--- src/rtl/sd_pkg.sv ---
// rtl/sd_pkg.sv - shared SD CMD-line constants and receiver state type
package sd_pkg;
    localparam logic [6:0] CRC7_POLY    = 7'h09;
    localparam int         SD_RESP_BITS = 48;
    localparam int         SD_NCR_MAX   = 64;

    typedef enum logic [1:0] {
        IDLE,
        WAIT_START,
        RECV,
        DONE
    } rx_state_t;
endpackage

--- src/rtl/crc7_serial.sv ---
// rtl/crc7_serial.sv - bit-serial CRC7 (x^7+x^3+1), shared by CMD transmit and receive
module crc7_serial
    import sd_pkg::*;
(
    input  logic       clk,
    input  logic       reset,
    input  logic       clear,
    input  logic       en,
    input  logic       bit_in,
    output logic [6:0] crc
);
    logic [6:0] r_crc;
    logic       w_fb;

    assign w_fb = r_crc[6] ^ bit_in;

    always_ff @(posedge clk) begin
        if (reset || clear) begin
            r_crc <= 7'h00;
        end else if (en) begin
            r_crc <= {r_crc[5:0], 1'b0} ^ (w_fb ? CRC7_POLY : 7'h00);
        end
    end

    assign crc = r_crc;
endmodule

--- src/rtl/sd_cmd_rx.sv ---
// rtl/sd_cmd_rx.sv - SD CMD-line response receiver with CRC7, frame and timeout checks
module sd_cmd_rx
    import sd_pkg::*;
#(
    parameter int RESP_BITS = SD_RESP_BITS,
    parameter int NCR_MAX   = SD_NCR_MAX,
    parameter int CNT_W     = 7
) (
    input  logic        clk,
    input  logic        reset,
    input  logic        start,
    input  logic        skip_crc,
    input  logic        bit_en,
    input  logic        cmd_in,
    output logic        busy,
    output logic        done,
    output logic        timeout,
    output logic        crc_err,
    output logic        frame_err,
    output logic [5:0]  resp_index,
    output logic [31:0] resp_arg,
    output logic [6:0]  resp_crc
);
    localparam logic [CNT_W-1:0] LAST_BIT = CNT_W'(RESP_BITS - 1);
    localparam logic [CNT_W-1:0] CRC_BITS = CNT_W'(RESP_BITS - 8);
    localparam logic [CNT_W-1:0] TO_LAST  = CNT_W'(NCR_MAX - 1);

    rx_state_t r_state, w_next;

    // The start bit is always 0, so only token bits [46:1] are kept.
    logic [RESP_BITS-3:0] r_shift;
    logic [CNT_W-1:0]     r_bit_cnt;
    logic [CNT_W-1:0]     r_to_cnt;
    logic                 r_skip;
    logic                 r_timeout;
    logic                 r_crc_err;
    logic                 r_frame_err;
    logic [5:0]           r_index;
    logic [31:0]          r_arg;
    logic [6:0]           r_crc;

    logic                 w_arm;
    logic                 w_crc_en;
    logic                 w_got_start;
    logic                 w_to_inc;
    logic                 w_shift_en;
    logic                 w_finish;
    logic                 w_to_hit;
    logic [6:0]           w_crc;
    logic [RESP_BITS-2:0] w_tok;

    assign w_tok = {r_shift, cmd_in};

    crc7_serial u_crc (
        .clk    (clk),
        .reset  (reset),
        .clear  (w_arm),
        .en     (w_crc_en),
        .bit_in (cmd_in),
        .crc    (w_crc)
    );

    always_comb begin
        w_next      = r_state;
        w_arm       = 1'b0;
        w_crc_en    = 1'b0;
        w_got_start = 1'b0;
        w_to_inc    = 1'b0;
        w_shift_en  = 1'b0;
        w_finish    = 1'b0;
        w_to_hit    = 1'b0;
        case (r_state)
            IDLE: begin
                if (start) begin
                    w_next = WAIT_START;
                    w_arm  = 1'b1;
                end
            end
            WAIT_START: begin
                if (bit_en) begin
                    if (!cmd_in) begin
                        w_next      = RECV;
                        w_crc_en    = 1'b1;
                        w_got_start = 1'b1;
                    end else if (r_to_cnt == TO_LAST) begin
                        w_next   = DONE;
                        w_to_hit = 1'b1;
                    end else begin
                        w_to_inc = 1'b1;
                    end
                end
            end
            RECV: begin
                if (bit_en) begin
                    w_crc_en   = (r_bit_cnt < CRC_BITS);
                    w_shift_en = 1'b1;
                    if (r_bit_cnt == LAST_BIT) begin
                        w_next   = DONE;
                        w_finish = 1'b1;
                    end
                end
            end
            DONE: begin
                w_next = IDLE;
            end
            default: begin
                w_next = IDLE;
            end
        endcase
    end

    always_ff @(posedge clk) begin
        if (reset) begin
            r_state     <= IDLE;
            r_shift     <= '0;
            r_bit_cnt   <= '0;
            r_to_cnt    <= '0;
            r_skip      <= 1'b0;
            r_timeout   <= 1'b0;
            r_crc_err   <= 1'b0;
            r_frame_err <= 1'b0;
            r_index     <= '0;
            r_arg       <= '0;
            r_crc       <= '0;
        end else begin
            r_state <= w_next;
            if (w_arm) begin
                r_shift     <= '0;
                r_bit_cnt   <= '0;
                r_to_cnt    <= '0;
                r_skip      <= skip_crc;
                r_timeout   <= 1'b0;
                r_crc_err   <= 1'b0;
                r_frame_err <= 1'b0;
                r_index     <= '0;
                r_arg       <= '0;
                r_crc       <= '0;
            end
            if (w_got_start) begin
                r_bit_cnt <= CNT_W'(1);
            end
            if (w_to_inc) begin
                r_to_cnt <= r_to_cnt + 1'b1;
            end
            if (w_to_hit) begin
                r_timeout <= 1'b1;
            end
            if (w_shift_en) begin
                r_shift   <= w_tok[RESP_BITS-3:0];
                r_bit_cnt <= r_bit_cnt + 1'b1;
            end
            // Results are taken straight from the final strobe so they line up with done.
            if (w_finish) begin
                r_index     <= w_tok[RESP_BITS-3 -: 6];
                r_arg       <= w_tok[RESP_BITS-9 -: 32];
                r_crc       <= w_tok[7:1];
                r_crc_err   <= !r_skip && (w_tok[7:1] != w_crc);
                r_frame_err <= w_tok[RESP_BITS-2] || !w_tok[0];
            end
        end
    end

    assign busy       = (r_state == WAIT_START) || (r_state == RECV);
    assign done       = (r_state == DONE);
    assign timeout    = r_timeout;
    assign crc_err    = r_crc_err;
    assign frame_err  = r_frame_err;
    assign resp_index = r_index;
    assign resp_arg   = r_arg;
    assign resp_crc   = r_crc;
endmodule

--- config.mk ---
export PLATFORM = sky130hd
export DESIGN_NAME = sd_cmd_rx
export DESIGN_NICKNAME = d
export VERILOG_FILES = /design/src/rtl/sd_pkg.sv /design/src/rtl/crc7_serial.sv /design/src/rtl/sd_cmd_rx.sv
export SDC_FILE = /design/constraint.sdc
export NUM_CORES = 1
export LEC_CHECK = 0
export ABC_CLOCK_PERIOD_IN_PS = 2100
export BUFFER_PORTS_ARGS = -buffer_cell sky130_fd_sc_hd__buf_2
export CAP_MARGIN = 30
export CORE_AREA = 2 2 96 98
export DETAILED_ROUTE_END_ITERATION = 16
export DIE_AREA = 0 0 98 100
export PLACE_DENSITY = 0.74
export SLEW_MARGIN = 20
export SYNTH_ARGS = -nofsm -noshare
export SYNTH_HDL_FRONTEND = slang
export SYNTH_SLANG_ARGS = --single-unit
--- constraint.sdc ---
create_clock -name clk -period 2.1 [get_ports clk]
set_input_delay 0.315 -clock clk [delete_from_list [all_inputs] [get_ports clk]]
set_output_delay 0.315 -clock clk [all_outputs]
set_load 0.005 [all_outputs]
# ---- Word level (Yosys, flattened, before mapping)
# Index checks and enable logic that the tools add are counted.
dict set report op_classes {
  addsub 2
  n_mul 0
  n_div 0
  order_cmp 1
  n_eq_ne 11
  shifts 0
  mux 43
  bitwise 2
  n_reduce_logical 13
}
# op count
set ops {}
lappend ops {{46-bit two-way mux} 2}
lappend ops {{32-bit two-way mux} 2}
lappend ops {{7-bit two-way mux} 5}
lappend ops {{1-bit two-way mux} 23}
lappend ops {{7-bit by 1-bit adder with 7-bit output (second input constant)} 2}
lappend ops {{7-bit by 6-bit equality test with 1-bit output (second input constant)} 2}
lappend ops {{2-bit two-way mux} 6}
lappend ops {{6-bit two-way mux} 2}
lappend ops {{2-bit inequality test (second input constant)} 4}
lappend ops {{2-bit case mux with 4 select lines} 1}
lappend ops {{2-bit nonzero test} 4}
lappend ops {{7-bit by 6-bit less-than comparator with 1-bit output (second input constant)} 1}
lappend ops {{7-bit inequality test} 1}
lappend ops {{7-bit bitwise XOR} 1}
lappend ops {{5-bit AND reduction} 1}
lappend ops {{2-bit equality test (second input constant)} 2}
lappend ops {{4-bit two-way mux} 1}
lappend ops {{1-bit logical OR} 3}
lappend ops {{3-bit inequality test (second input constant)} 1}
lappend ops {{3-bit nonzero test} 1}
lappend ops {{2-bit by 1-bit equality test with 1-bit output (second input constant)} 1}
lappend ops {{1-bit logical NOT} 2}
lappend ops {{2-bit logical NOT} 1}
lappend ops {{1-bit case mux with 2 select lines} 1}
lappend ops {{2 further kinds} 2}
dict set report totals {
  reg_bits 118
  latchBits 0
  mem_bits_rw 0
  mem_bits_ro 0
  inputBits 6
  output_inout_bits 50
  n_memories 0
}

# ---- Logic depth before layout (Yosys ltp)
dict set report logic_depth {
  depth_word 6
  ltp_mapped 9
  ltp_nobuf 7
}

# ---- Cells and area by module
# From an unflattened synthesis, not the netlist that was laid out.
dict set report hier_totals {
  cells_unflattened 523
  hier_area_um2 4571.9
}
# mod n_inst cells_each area_each_um2
set modules_own_cells {}
lappend modules_own_cells {sd_cmd_rx 1 495 4295.4}
lappend modules_own_cells {crc7_serial 1 28 276.5}

# ---- Worst setup path before layout
# Ideal clock, no wire load.
dict set report synth_path {
  path_kind {reg2reg}
  startpoint {register r_state[0]}
  endpoint {register r_arg[0] (netlist: resp_arg[0])}
  setup_ns 0.070
  arrival_time_ns 1.591
  required_ns 2.030
  path_slack_ns 0.439
  path_stages_with_launch 10
  path_cell_list {dfxtp_1 inv_1 ha_1 and2_1 buf_2 nand3_2 buf_4 buf_4 nand3_1 a21oi_1}
}
dict set report synth_via {
  elab_chain_len 3
}
# item line
set synth_rtl {}
lappend synth_rtl {{from (decl)} sd_cmd_rx.sv:28} ;# rx_state_t r_state, w_next;
lappend synth_rtl {{from (signal assigned)} sd_cmd_rx.sv:126} ;# r_state <= w_next;
lappend synth_rtl {{2-bit equality test / 2-bit logical NOT (equally long branches)} sd_cmd_rx.sv:72} ;# case (r_state)
lappend synth_rtl {{1-bit two-way mux} sd_cmd_rx.sv:72}
lappend synth_rtl {{32-bit two-way mux / 2-bit nonzero test (equally long branches)} --}
lappend synth_rtl {{to (signal assigned)} sd_cmd_rx.sv:155} ;# r_arg <= w_tok[RESP_BITS-9 -: 32];
lappend synth_rtl {{to (decl)} sd_cmd_rx.sv:39} ;# logic [31:0] r_arg;
# Parallel ways exist; a longest one is shown, timed or not.
# A chain may end at the register's enable or synchronous reset.

# ---- Worst setup path after layout
dict set report layout_path {
  startpoint {register r_state[0]}
  endpoint {register r_frame_err (netlist: frame_err)}
}
dict set report layout_via {
  elab_chain_len 3
}
# item line
set layout_rtl {}
lappend layout_rtl {{2-bit equality test / 2-bit logical NOT (equally long branches)} sd_cmd_rx.sv:72}
lappend layout_rtl {{1-bit two-way mux} sd_cmd_rx.sv:72}
lappend layout_rtl {{1-bit two-way mux / 2-bit nonzero test (equally long branches)} --}
lappend layout_rtl {{to (signal assigned)} sd_cmd_rx.sv:158} ;# r_frame_err <= w_tok[RESP_BITS-2] || !w_tok[0];
lappend layout_rtl {{to (decl)} sd_cmd_rx.sv:37} ;# logic r_frame_err;
# Parallel ways exist; a longest one is shown, timed or not.

==> run summary <==
ROUTING
--------------------------------------------------------------------------------------
Antenna viol nets, final                                                             0
1st-pass router iterations                                                           5
Post-detailed-route DRC marker count                                                 0
Wire length per cell after detailed routing                                   14.59 um
Per-cell via count in the routed design                                          5.676
DRC violation total after the first TritonRoute iteration                          208
Vias                                                                              3939
DRT Wirelength                                                                10.13 mm

DIE
--------------------------------------------------------------------------------------
Effective utilization at floorplan                                              52.43%
Vert. Die Dim                                                                   100 um
Core Region                                                                   8890 um2
Site row count                                                                      35
X dimension of the die                                                           98 um
Die footprint                                                                 9800 um2
Number of ports placed on the die boundary                                          56

POWER
--------------------------------------------------------------------------------------
Max IR drop VDD                                                              0.8085 mV
Leakage                                                                    0.002134 uW
Power per unit of standard cell area                                       1123 nW/um2

CRITICAL PATH
--------------------------------------------------------------------------------------
Delay contributed by the slowest stage of the critical path                    0.35 ns
Crit end category                                                                 flop
CP cell instances                                                         inv_1, ha_1, and2_2, nand3_2, buf_12, nor3b_1, nor3_1
RR Startpoint                                                               r_state[0]
Setup Crit Path Kind                                                      flop to flop
Worst R2R Setup Slack                                                          0.23 ns
Worst Path Max Fanout                                                               47
Worst path bufs/invs                                                                 2
Cell with the largest stage delay on the worst path                       sky130_fd_sc_hd__dfxtp_1
Stages on worst setup path                                                           7
Arrival time of the worst setup path                                           2.24 ns
Depth of the most critical reg-to-reg path                                           7
Setup crit start kind                                                             flop
Cell class contributing the biggest share of worst-path delay             simple AND/OR/NAND/NOR gates
End of the worst register-to-register path                                   frame_err
Required time of the critical path                                             2.47 ns

SYNTH
--------------------------------------------------------------------------------------
Share of synthesized area occupied by flip-flops and latches                    50.68%
Warnings from Yosys                                                                  0
Most used flip-flop cell after synthesis                                  sky130_fd_sc_hd__dfxtp_1
Combinational family with the most area after synthesis                   simple AND/OR/NAND/NOR gates
Simple logic cell fraction of the synthesized area                              20.67%
Mean cell area of the mapped netlist                                         8.895 um2
Ranking of synthesized cells by instance count                            sky130_fd_sc_hd__dfxtp_1 (118), sky130_fd_sc_hd__nor2_1 (72), sky130_fd_sc_hd__a21oi_1 (61)
Post-Syn Nets                                                                      537
Synthesized netlist cell count                                                     524
Asr flop ratio synth                                                                0%
Compound-Gate Fraction of Synth Area                                            17.80%
Number of register bits inferred by synthesis                                      118
Biggest area consumer among synthesized cells                             sky130_fd_sc_hd__dfxtp_1
Post-Synth XOR/XNOR Area                                                        1.691%
Mux cell area share after synthesis                                             1.933%
Synth cell types                                                                    41
Most common cell in the netlist                                           sky130_fd_sc_hd__dfxtp_1
Most area-consuming cells after synthesis                                 sky130_fd_sc_hd__dfxtp_1 (51%), sky130_fd_sc_hd__a22oi_1 (7.9%), sky130_fd_sc_hd__a21oi_1 (6.6%)
Post-synthesis adder-cell area fraction                                         1.879%
Synthesized area                                                              4661 um2
Fraction of post-synthesis cell area in the top cell type by area               50.68%
Count of flip-flops with a built-in enable after synthesis                           0

PLACED DESIGN
--------------------------------------------------------------------------------------
Half-perimeter wire length after placement                                    6.383 mm
Post-Place Worst Slack                                                       0.2214 ns
Port-buffer cells                                                                   55
RePlAce Congestion                                                              0.8304

TIMING
--------------------------------------------------------------------------------------
Final hold viol count                                                                0
Worst-case clock skew                                                      0.007590 ns
Final count of negative-setup-slack endpoints                                        0
Final WS setup                                                               0.2287 ns
Final period util                                                               89.11%
Final Max Tran Viols                                                                 0
Unrepaired setup endpoints after global routing                                  false
Slew margin rel.                                                                69.79%
Measured slew at the worst slew-check pin                                    0.4531 ns
Final min period                                                              1.871 ns
Maximum operating frequency                                                  534.4 MHz
Aggregate negative setup slack                                                    0 ns

RUN
--------------------------------------------------------------------------------------
Max Cap Viol                                                                         0

HOLD PATH
--------------------------------------------------------------------------------------
Hold Crit Endpoint                                                              r_skip
Count of cells along the worst hold path                                             3
Worst min path class                                                      input pin to flop
Worst min-delay path startpoint                                               skip_crc

CELLS AND AREA
--------------------------------------------------------------------------------------
Final layout net count                                                             583
Fillcell total                                                                     725
Layout-stage area growth over the synthesis result                              20.75%
Proportion of layout cells with a drive suffix above 1                          18.70%
Number of inserted diodes                                                            0

CLOCK TREE
--------------------------------------------------------------------------------------
Max H-tree Level                                                                     4
Clock slew at the register clock pins of the worst setup and hold paths        0.05 ns
Clock tree buffer depth                                                              2
Master cell of the clock root buffer                                      sky130_fd_sc_hd__clkbuf_8
Number of sinks driven by the clock tree                                           118
Post-CTS Setup Repair Bufs                                                           0
TritonCTS clock tree                                                              done
Number of clock buffers inserted by TritonCTS                                       17
Clock network latency to the later pin of the worst-skew pair                  0.51 ns
Resized cells post-CTS                                                               0
Hold-fix buffers at CTS                                                              0

GLOBAL ROUTE
--------------------------------------------------------------------------------------
Global-route total usage across every layer                                     21.55%
Aggregate global routing overflow                                                    0
Antenna violations before repair                                                     0
Largest net degree at the start of global routing                                   72
Vias in the first global route                                                    3684
First-pass GRT wire length                                                    17.24 mm

RUN STATUS
--------------------------------------------------------------------------------------
Outcome                                                                   complete, no violations

-- sequential cells by signal, indices dropped and copies added (netlist names), 2 cells and up --
signal,cells
r_state,2
resp_arg,32
resp_crc,7
r_bit_cnt,7
r_shift,46
r_to_cnt,7
resp_index,6
u_crc.crc,7
-- per-stage QoR --
stage | instances | hold slack (ns) | cell area (um2) | utilization, % | total power, uW
after floorplan | 524 | 0.4361 | 4661 | - | 3069
after global placement | 660 | 0.4439 | 4977 | 55.99 | 3244
after detailed placement | 660 | 0.4584 | 4977 | 55.99 | 3271
after CTS | 692 | 0.05415 | 5613 | 63.14 | 6362
after global routing | 694 | 0.05272 | 5628 | 63.31 | 6568
final | 694 | 0.06472 | 5628 | 63.31 | 6320
-- where the power goes --
part | switching, uW | internal, uW | total (uW)
Clock | 999 | 2080 | 3080
Combinational | 628 | 304 | 932
Sequential | 36.2 | 2270 | 2310
-- metal layers --
metal | GRT usage, % | share of wire (%)
met5 | 0 | 0
met4 | 8.226 | 1.9
met3 | 5.989 | 4.8
met2 | 36.04 | 48
met1 | 26.66 | 45
-- layout by cell type (no fill, tap or decap), types with 2 or more instances in the layout --
master                       synthesis  layout
sky130_fd_sc_hd__nor3_1              4       4
sky130_fd_sc_hd__ha_1                7       7
sky130_fd_sc_hd__nand3_1            49      49
sky130_fd_sc_hd__bufinv_16           0       5
sky130_fd_sc_hd__nand2b_1            4       4
sky130_fd_sc_hd__inv_1               4       4
sky130_fd_sc_hd__buf_4               5       8
sky130_fd_sc_hd__clkbuf_8            0       2
sky130_fd_sc_hd__clkbuf_16           0      16
sky130_fd_sc_hd__a21oi_1            61      61
sky130_fd_sc_hd__buf_2               7      54
sky130_fd_sc_hd__a22oi_1            49      49
sky130_fd_sc_hd__and3_1              2       2
sky130_fd_sc_hd__buf_12              0       4
sky130_fd_sc_hd__clkinvlp_4          0       2
sky130_fd_sc_hd__mux2i_1             9       9
sky130_fd_sc_hd__a211oi_1            6       6
sky130_fd_sc_hd__o21ai_0             5       5
sky130_fd_sc_hd__nand3b_1            4       4
sky130_fd_sc_hd__nor2_1             72      71
sky130_fd_sc_hd__clkbuf_1           16       3
sky130_fd_sc_hd__clkinv_4            0       2
sky130_fd_sc_hd__a41oi_1             3       3
sky130_fd_sc_hd__nand3_2             2       2
sky130_fd_sc_hd__nand2_2             1       2
sky130_fd_sc_hd__xor2_1              4       4
sky130_fd_sc_hd__dfxtp_1           118     118
sky130_fd_sc_hd__nor2_4              1       3
sky130_fd_sc_hd__nand2_1            59      58
sky130_fd_sc_hd__xnor2_1             5       5
-- worst max-delay path by stage --
stage,from,end
after floorplan,r_state[0],resp_arg[0]
after global routing,r_state[1],r_bit_cnt[3]
after CTS,r_state[0],resp_arg[25]
final,r_state[0],frame_err
after detailed placement,r_state[0],resp_arg[25]
after global placement,r_state[0],resp_index[0]
-- worst register-to-register path, stage by stage, from the launching register on --
cell	delay (ns)
sky130_fd_sc_hd__dfxtp_1	0.35
sky130_fd_sc_hd__inv_1	0.12
sky130_fd_sc_hd__ha_1	0.31
sky130_fd_sc_hd__and2_2	0.32
sky130_fd_sc_hd__nand3_2	0.12
sky130_fd_sc_hd__buf_12	0.20
sky130_fd_sc_hd__nor3b_1	0.24
sky130_fd_sc_hd__nor3_1	0.07
-- layout make-up --
class / instances / area (um2) / area share [%]
sequential: 118 / 2362 / 41.97
timing repair buffer: 66 / 410.4 / 7.292
multi-input combinational: 363 / 2066 / 36.71
clock inverter: 11 / 196.4 / 3.490
tap: 111 / 138.9 / 2.468
clock buffer: 21 / 439.2 / 7.803
inverter: 4 / 15.01 / 0.2668
-- logic make-up after synthesis --
| logic type | after synthesis |
|---|---|
| AND/OR/NAND/NOR | 209 |
| AO/OA/AOI/OAI | 129 |
| flip-flops | 118 |
| buffers and inverters | 43 |
| XOR/XNOR | 9 |
| multiplexers | 9 |
| adder cells (fa/ha/maj) | 7 |
(Power assumes the default switching activity.)
